**src/rtl/decode_pkg.sv**
```systemverilog
// Shared decode definitions: base opcodes and the immediate-format encoding.
package decode_pkg;

  // RV32I/RV64I base opcodes, instr[6:0]
  localparam logic [6:0] OP_LOAD   = 7'b0000011;
  localparam logic [6:0] OP_IMM    = 7'b0010011;
  localparam logic [6:0] OP_STORE  = 7'b0100011;
  localparam logic [6:0] OP_R      = 7'b0110011;
  localparam logic [6:0] OP_LUI    = 7'b0110111;
  localparam logic [6:0] OP_AUIPC  = 7'b0010111;
  localparam logic [6:0] OP_BRANCH = 7'b1100011;
  localparam logic [6:0] OP_JAL    = 7'b1101111;
  localparam logic [6:0] OP_JALR   = 7'b1100111;
  localparam logic [6:0] OP_IMM32  = 7'b0011011;
  localparam logic [6:0] OP_R32    = 7'b0111011;

  // Immediate format selector, encoding is visible on the imm_src port
  typedef enum logic [2:0] {
    IMM_I = 3'b000,
    IMM_S = 3'b001,
    IMM_B = 3'b010,
    IMM_U = 3'b011,
    IMM_J = 3'b100
  } imm_src_t;

endpackage

```
**src/rtl/imm_gen.sv**
```systemverilog
// Immediate generator: assembles the I/S/B/U/J immediate from an instruction
// word and sign-extends it from instr[31] to XLEN. Purely combinational so the
// execute stage can reuse it.
module imm_gen
  import decode_pkg::*;
#(
  parameter int XLEN = 32
) (
  input  logic [31:0]     instr,
  input  imm_src_t        imm_src,
  output logic [XLEN-1:0] imm_ext
);

  // Every format fits in 32 bits once sign-extended to 32; widening is a
  // single signed cast afterwards, which avoids zero-width replications.
  logic [31:0] imm32;

  // Select the bit layout of the requested immediate format
  always_comb begin
    // NOTE: default assignment first so every path drives imm32 and no latch is inferred.
    imm32 = {{20{instr[31]}}, instr[31:20]};
    case (imm_src)
      IMM_I:   imm32 = {{20{instr[31]}}, instr[31:20]};
      IMM_S:   imm32 = {{20{instr[31]}}, instr[31:25], instr[11:7]};
      IMM_B:   imm32 = {{20{instr[31]}}, instr[7], instr[30:25], instr[11:8], 1'b0};
      IMM_U:   imm32 = {instr[31:12], 12'b0};
      IMM_J:   imm32 = {{12{instr[31]}}, instr[19:12], instr[20], instr[30:21], 1'b0};
      default: imm32 = '0;
    endcase
  end

  assign imm_ext = XLEN'($signed(imm32));

endmodule

```
**src/rtl/decode_stage.sv**
```systemverilog
// Registered decode stage between fetch and register-file/execute: decodes the
// opcode to an immediate format, builds the immediate, extracts register
// fields, and counts illegal opcodes. valid/ready handshake with flush.
module decode_stage
  import decode_pkg::*;
#(
  parameter int XLEN  = 32,
  parameter int CNT_W = 16
) (
  input  logic             clk,
  input  logic             reset,
  input  logic             in_valid,
  output logic             in_ready,
  input  logic [31:0]      instr_i,
  input  logic [XLEN-1:0]  pc_i,
  input  logic             flush,
  output logic             out_valid,
  input  logic             out_ready,
  output logic [2:0]       imm_src,
  output logic [XLEN-1:0]  imm_ext,
  output logic [4:0]       rs1,
  output logic [4:0]       rs2,
  output logic [4:0]       rd,
  output logic [XLEN-1:0]  pc_o,
  output logic             illegal,
  output logic [CNT_W-1:0] ill_count
);

  imm_src_t        dec_src;
  logic            dec_illegal;
  logic            dec_no_imm;
  logic [XLEN-1:0] gen_imm;
  imm_src_t        imm_src_q;
  logic            load;

  // The stage accepts whenever its register is empty or is draining this cycle
  assign in_ready = !out_valid || out_ready;
  assign load     = in_valid && in_ready && !flush;
  assign imm_src  = imm_src_q;

  // Opcode to immediate-format decode (successor of the ImmSrc decoder)
  always_comb begin
    dec_src     = IMM_I;
    dec_illegal = 1'b0;
    dec_no_imm  = 1'b0;
    case (instr_i[6:0])
      OP_LOAD, OP_IMM, OP_JALR: dec_src = IMM_I;
      OP_STORE:                 dec_src = IMM_S;
      OP_BRANCH:                dec_src = IMM_B;
      OP_LUI, OP_AUIPC:         dec_src = IMM_U;
      OP_JAL:                   dec_src = IMM_J;
      OP_R:                     dec_no_imm = 1'b1;
      OP_IMM32: begin
        // Word-sized ops exist only on the 64-bit datapath
        if (XLEN == 64) begin
          dec_src = IMM_I;
        end else begin
          dec_illegal = 1'b1;
          dec_no_imm  = 1'b1;
        end
      end
      OP_R32: begin
        dec_no_imm = 1'b1;
        if (XLEN != 64) dec_illegal = 1'b1;
      end
      default: begin
        dec_illegal = 1'b1;
        dec_no_imm  = 1'b1;
      end
    endcase
  end

  imm_gen #(.XLEN(XLEN)) u_imm_gen (
    .instr   (instr_i),
    .imm_src (dec_src),
    .imm_ext (gen_imm)
  );

  // Payload register and illegal counter; priority reset > flush > load > drain
  always_ff @(posedge clk) begin
    // NOTE: non-blocking assignments so every register samples pre-edge values.
    if (reset) begin
      out_valid <= 1'b0;
      imm_src_q <= IMM_I;
      imm_ext   <= '0;
      rs1       <= '0;
      rs2       <= '0;
      rd        <= '0;
      pc_o      <= '0;
      illegal   <= 1'b0;
      ill_count <= '0;
    end else if (flush) begin
      // Incoming word is consumed and dropped; payload is left as it was
      out_valid <= 1'b0;
    end else if (load) begin
      out_valid <= 1'b1;
      imm_src_q <= dec_src;
      imm_ext   <= dec_no_imm ? '0 : gen_imm;
      rs1       <= instr_i[19:15];
      rs2       <= instr_i[24:20];
      rd        <= instr_i[11:7];
      pc_o      <= pc_i;
      illegal   <= dec_illegal;
      if (dec_illegal && (ill_count != '1)) begin
        ill_count <= ill_count + CNT_W'(1);
      end
    end else if (out_ready) begin
      out_valid <= 1'b0;
    end
  end

endmodule

```
**config.mk**
```make
export PLATFORM = sky130hd
export DESIGN_NAME = decode_stage
export DESIGN_NICKNAME = d
export VERILOG_FILES = /design/src/rtl/decode_pkg.sv /design/src/rtl/imm_gen.sv /design/src/rtl/decode_stage.sv
export SDC_FILE = /design/constraint.sdc
export NUM_CORES = 1
export LEC_CHECK = 0
export BUFFER_PORTS_ARGS = -buffer_cell sky130_fd_sc_hd__buf_2
export CORE_UTILIZATION = 43
export CTS_CLUSTER_DIAMETER = 100
export DETAILED_ROUTE_END_ITERATION = 8
export PLACE_DENSITY_LB_ADDON = 0.08
export SLEW_MARGIN = 20
export SYNTH_ARGS = -nofsm -noshare
export SYNTH_HDL_FRONTEND = slang
export SYNTH_SLANG_ARGS = --single-unit
export TNS_END_PERCENT = 1
```
**constraint.sdc**
```tcl
create_clock -name clk -period 2 [get_ports clk]
set_clock_uncertainty 0.15 [all_clocks]
set_input_delay 0.3 -clock clk [delete_from_list [all_inputs] [get_ports clk]]
set_output_delay 0.3 -clock clk [all_outputs]
set_load 0.03 [all_outputs]
```
[Yosys cells after proc, flatten, opt, wreduce, memory -nomap -nowiden]
Index checks and enable logic that the tools add are counted.
Word-level totals
  flip-flop bits (word level): 100
  bits of input ports: 69
  output and inout port bits: 101
  word-level logic and storage cells: 45
Cells by class
  $add $sub $neg: 1
  equality and inequality tests: 14
  multiplexer cells: 6
  bitwise operators: 1
  reductions and logical operators: 14
Operator list (number)
  32-bit one-hot mux with 5 select lines: 1
  32-bit 2-to-1 mux: 1
  7-bit by 6-bit == test with 1-bit output (second input constant): 3
  7-bit == test (second input constant): 3
  16-bit by 1-bit adder with 16-bit output (second input constant): 1
  16-bit inequality test (second input constant): 1
  7-bit by 5-bit == test with 1-bit output (second input constant): 2
  3-bit one-hot mux with 4 select lines: 1
  9-bit OR reduction: 1
  8-bit OR reduction: 1
  7-bit by 2-bit == test with 1-bit output (second input constant): 1
  3-bit by 2-bit == test with 1-bit output (second input constant): 2
  2-bit OR reduction: 2
  3-bit by 1-bit == test with 1-bit output (second input constant): 1
  3-bit == test (second input constant): 1
  1-bit logical AND: 3
  3-bit logical NOT: 1
  1-bit 2-to-1 mux: 3
  3-bit AND reduction: 1
  1-bit logical NOT: 2
  2-bit AND reduction: 1
  2-bit nonzero test: 1
  1-bit logical OR: 1
  1-bit inverter: 1

[Logic depth before layout (Yosys ltp)]
  word-level depth: 6
  mapped depth: 8
  mapped depth without buffers: 6

[By module]
A second synthesis with hierarchy kept.
Unflattened totals
  cell total of the unflattened synthesis: 583
  area, all modules: 4453.0 um^2
By module, submodules not included
  decode_stage: times used 1, cells an instance 489, area each 3912.5 um^2, sequential area each 2001.9 um^2
  imm_gen: times used 1, cells an instance 94, area each 540.5 um^2, sequential area each 0.0 um^2

[Least setup slack after synthesis]
No wires, ideal clock.
  path type: flip-flop to flip-flop
  from: reg out_valid
  to: reg ill_count[15]
  setup time: 70 ps
  arrival: 2053 ps
  required time: 1780 ps
  slack: -274 ps
  cell stages (with the launch flop): 6
  buffers on the path: 0
  clock period less this slack: 2274 ps
  path through: dfxtp_1 -> nor2b_1 -> a211o_1 -> or4_4 -> or4_1 -> a21oi_1
Between the ends
  cells in the longest elaborated chain, start to end: 5
RTL lines
  start, declared: line decode_stage.sv:17  | output logic out_valid,
  start signal, assigned: line decode_stage.sv:83  | out_valid <= 1'b0;
  start signal, assigned: line decode_stage.sv:94  | out_valid <= 1'b0;
  start signal, assigned: line decode_stage.sv:96  | out_valid <= 1'b1;
  1-bit logical NOT: line decode_stage.sv:37  | assign in_ready = !out_valid || out_ready;
  1-bit logical OR: line decode_stage.sv:37
  1-bit logical AND (2 in series): line decode_stage.sv:38  | assign load = in_valid && in_ready && !flush;
  3-bit AND reduction (no source line)
  end signal, assigned: line decode_stage.sv:105  | ill_count <= ill_count + CNT_W'(1);
  end, declared: line decode_stage.sv:26  | output logic [CNT_W-1:0] ill_count
Every way passes these cells.
A chain may end at the register's enable or synchronous reset.

[Worst setup path after layout]
  from: reg out_valid
  to: reg ill_count[9]
Same word-level chain as after synthesis.

==> results.sh <==
export IMPL_max_slew_worst_pin_slew_ps=701
export IMPL_coreArea_sq_um=8850
export IMPL_seq_area_sq_um=2010
export IMPL_io_pins=170
export IMPL_cts_tree="built"
export IMPL_m1WireLength_um=4840
export IMPL_relSlewSlack=0.532
export IMPL_fin_area_sq_um=5500
export IMPL_p_sw_uw=1140
export IMPL_max_cap_violations=0
export IMPL_min_path_type="in -> reg"
export IMPL_grt_pass1_wl_um=18600
export IMPL_crit_chain="nor2b_4 -> a211o_1 -> or4_4 -> buf_6 -> or3_4 -> a21oi_2"
export IMPL_htreeDepth=3
export IMPL_first_global_vias=3940
export IMPL_vias=4211
export IMPL_clockRootBuffer="clkbuf_8"
export IMPL_fp_dieH_um=98.3
export IMPL_synth_edf_count=0
export IMPL_yosysWarnings=0
export IMPL_drv_slew=0
export IMPL_rsz0062_at_grt="yes"
export IMPL_setup_tns_ps=-1100
export IMPL_synth_most_common_cell="nand2_1"
export IMPL_dpl_cell_area_sq_um=5220
export IMPL_antenna_found_initial=0
export IMPL_p_int_uw=2870
export IMPL_drc=11
export IMPL_grt_max_degree=66
export IMPL_via_per_inst=5.26
export IMPL_multi_input_area_sq_um=1890
export IMPL_period_share=1.07
export IMPL_start_kind="flip-flop"
export IMPL_top_layer_used="met4"
export IMPL_cpPeakStageDelay_ps=580
export IMPL_met3_length_um=778
export IMPL_die_area_sq_um=9670
export IMPL_drt_antenna_violating_nets=0
export IMPL_place_congestion=0.794
export IMPL_vdd_drop_max_mv=0.447
export IMPL_synth_cell_types=39
export IMPL_start_util=0.451
export IMPL_synth_cells=493
export IMPL_synth_top_cells_by_count="nand2_1 (117), dfxtp_1 (100), a21oi_1 (66)"
export IMPL_grt_overflow_total=0
export IMPL_clock_latency_ps=360
export IMPL_drt_wl_total_um=11200
export IMPL_dr_pass1_iters=7
export IMPL_fin_crit_ps=2140
export IMPL_power_share_switching=0.284
export IMPL_avgSynthCellArea_sq_um=8.09
export IMPL_synth_seq_cells=100
export IMPL_port_buffers=169
export IMPL_critPathBufInv=1
export IMPL_synth_fp_nets=563
export IMPL_seqPwrFrac=0.522
export IMPL_numCtsBuffers=9
export IMPL_setup_ws_ps=-137
export IMPL_synth_top_area_frac=0.502
export IMPL_wl_met2_um=5410
export IMPL_yosysSeqAreaShare=0.502
export IMPL_power_share_clock=0.326
export IMPL_crit_family="simple AND/OR/NAND/NOR gates"
export IMPL_powerDensity_nw_per_um2=729
export IMPL_p_leak_uw=0.00251
export IMPL_grt_util_all_layers=0.236
export IMPL_synth_area_top_cells="dfxtp_1 (50%), nand2_1 (11%), a21oi_1 (8.3%)"
export IMPL_cp_slowest_cell="or4_4"
export IMPL_power_frac_comb=0.151
export IMPL_synth_area_leader_cell="dfxtp_1"
export IMPL_endpoint_kind="flip-flop"
export IMPL_first_iter_violations=152
export IMPL_core_rowCount=34
export IMPL_place_hpwl_um=8130
export IMPL_clk_path_buf_depth=2
export IMPL_final_nets=757
export IMPL_cts_sinks=100
export IMPL_clk_pin_slew_ps=100
export IMPL_crit_arrival_ps=2280
export IMPL_async_flop_share=0
export IMPL_max_freq_ghz=0.468
export IMPL_antenna_cells=0
export IMPL_crit_fanout=8
export IMPL_critical_path_class="reg -> reg"
export IMPL_status="complete, but fails checks"
export IMPL_syn_to_final_growth_pct=37.8
export IMPL_synth_area_sq_um=3990
export IMPL_finalSetupViolations=11
export IMPL_die_w_um=98.3
export IMPL_synth_flop_cell="dfxtp_1"
export IMPL_drive_gt1_frac=0.360
export IMPL_violations="DRC, setup timing"
export IMPL_worstPathRequired_ps=2140
export IMPL_wl_per_cell_um=14.0
export IMPL_fill_cells=843
export IMPL_hold_viol=0
## routing by layer
| metal | GRT usage | vias up |
|---|---|---|
| li1 | - | 2104 |
| met1 | 0.297 | 1966 |
| met2 | 0.400 | 126 |
| met3 | 0.0608 | 15 |
| met4 | 0.0677 | 0 |
| met5 | 0 | - |
## kinds of logic after synthesis
logic type,share of synthesized area
simple gates,0.251
compound gates,0.199
flops,0.502
buf+inv,0.0380
mux,0.00502
xor+xnor,0.00220
fa+ha+maj,0.00314
## path summary, 6_finish.rpt
kind                     startpoint                         to  slack, ps  depth (start not counted)
max          out_valid$_SDFFE_PP0P_  ill_count[9]$_SDFFE_PP0P_       -140                          6
min reg2reg     rs2[0]$_SDFFE_PP0P_        rs2[0]$_SDFFE_PP0P_        310                          2
max reg2reg  out_valid$_SDFFE_PP0P_  ill_count[9]$_SDFFE_PP0P_       -140                          6
min                        pc_i[16]      pc_o[16]$_SDFFE_PP0P_         20                          3
## registers in the layout (all words and copies together), names as in the netlist
| register | flops |
|---|---|
| imm_src | 3 |
| imm_ext | 32 |
| ill_count | 16 |
| rs2 | 5 |
| rd | 5 |
| out_valid | 1 |
| pc_o | 32 |
| illegal | 1 |
| rs1 | 5 |
## cells in the final DEF (no fill, tap or decap), drive strengths merged, types with 2 or more instances in the layout
master,synthesis,routed
a211oi,12,12
and3,5,5
clkinv,0,2
clkbuf,30,10
nor3,23,23
buf,6,216
nor4,2,2
nor3b,2,2
o31ai,3,3
a32o,2,2
a221oi,4,4
nand2,117,117
inv,3,4
a22o,16,16
and2,6,6
or3,8,8
dlygate4sd3,0,3
nor2,29,29
mux2i,2,2
nand2b,4,4
a21oi,66,66
clkinvlp,0,2
nand3,7,7
nand4,4,4
or4,4,4
o21ai,21,21
nor2b,2,2
a31o,2,2
and4,2,2
dfxtp,100,100
nand4b,2,2
## repair_timing
action                     in CTS  in global routing
hold endpoints to repair        3                  0
resized for setup               4                  6
setup endpoints to repair      25                 13
setup buffers                   1                  0
hold buffers                    3                  0
pin swaps                       4                  2
## power by group through the flow
stage / clock network [uW] / logic (uW) / registers (uW)
2_1_floorplan: 0 / 211 / 2280
3_3_place_gp: 0 / 592 / 2140
3_5_place_dp: 0 / 599 / 2140
4_1_cts: 1350 / 609 / 2090
5_1_grt: 1430 / 662 / 2100
6_report: 1310 / 607 / 2090
## tightest hold or removal path, delay by kind of cell
kind | cells | cell delay [ps]
buffers and inverters | 1 | 100
AO/OA/AOI/OAI | 1 | 50
AND/OR/NAND/NOR | 1 | 40
## layout make-up
type                            count  share of cell area
Sequential cell                   100               0.365
Multi-Input combinational cell    354               0.345
Timing Repair Buffer              219               0.227
Tap cell                          108              0.0246
Clock buffer                       10              0.0232
Clock inverter                      6              0.0134
Inverter                            3             0.00205
## per-stage QoR
step | util | power (uW) | worst slack, ps | hold slack (ps) | cells
global route | 0.621 | 4200 | -202 | 3.78 | 800
global placement | 0.590 | 2730 | -267 | 289 | 780
finish | 0.621 | 4010 | -137 | 16.2 | 800
CTS | 0.619 | 4050 | -162 | 1.05 | 800
detailed placement | 0.590 | 2740 | -308 | 295 | 780
floorplan | - | 2490 | -97.9 | 219 | 493
No activity file was read; power rests on OpenSTA's default activity.
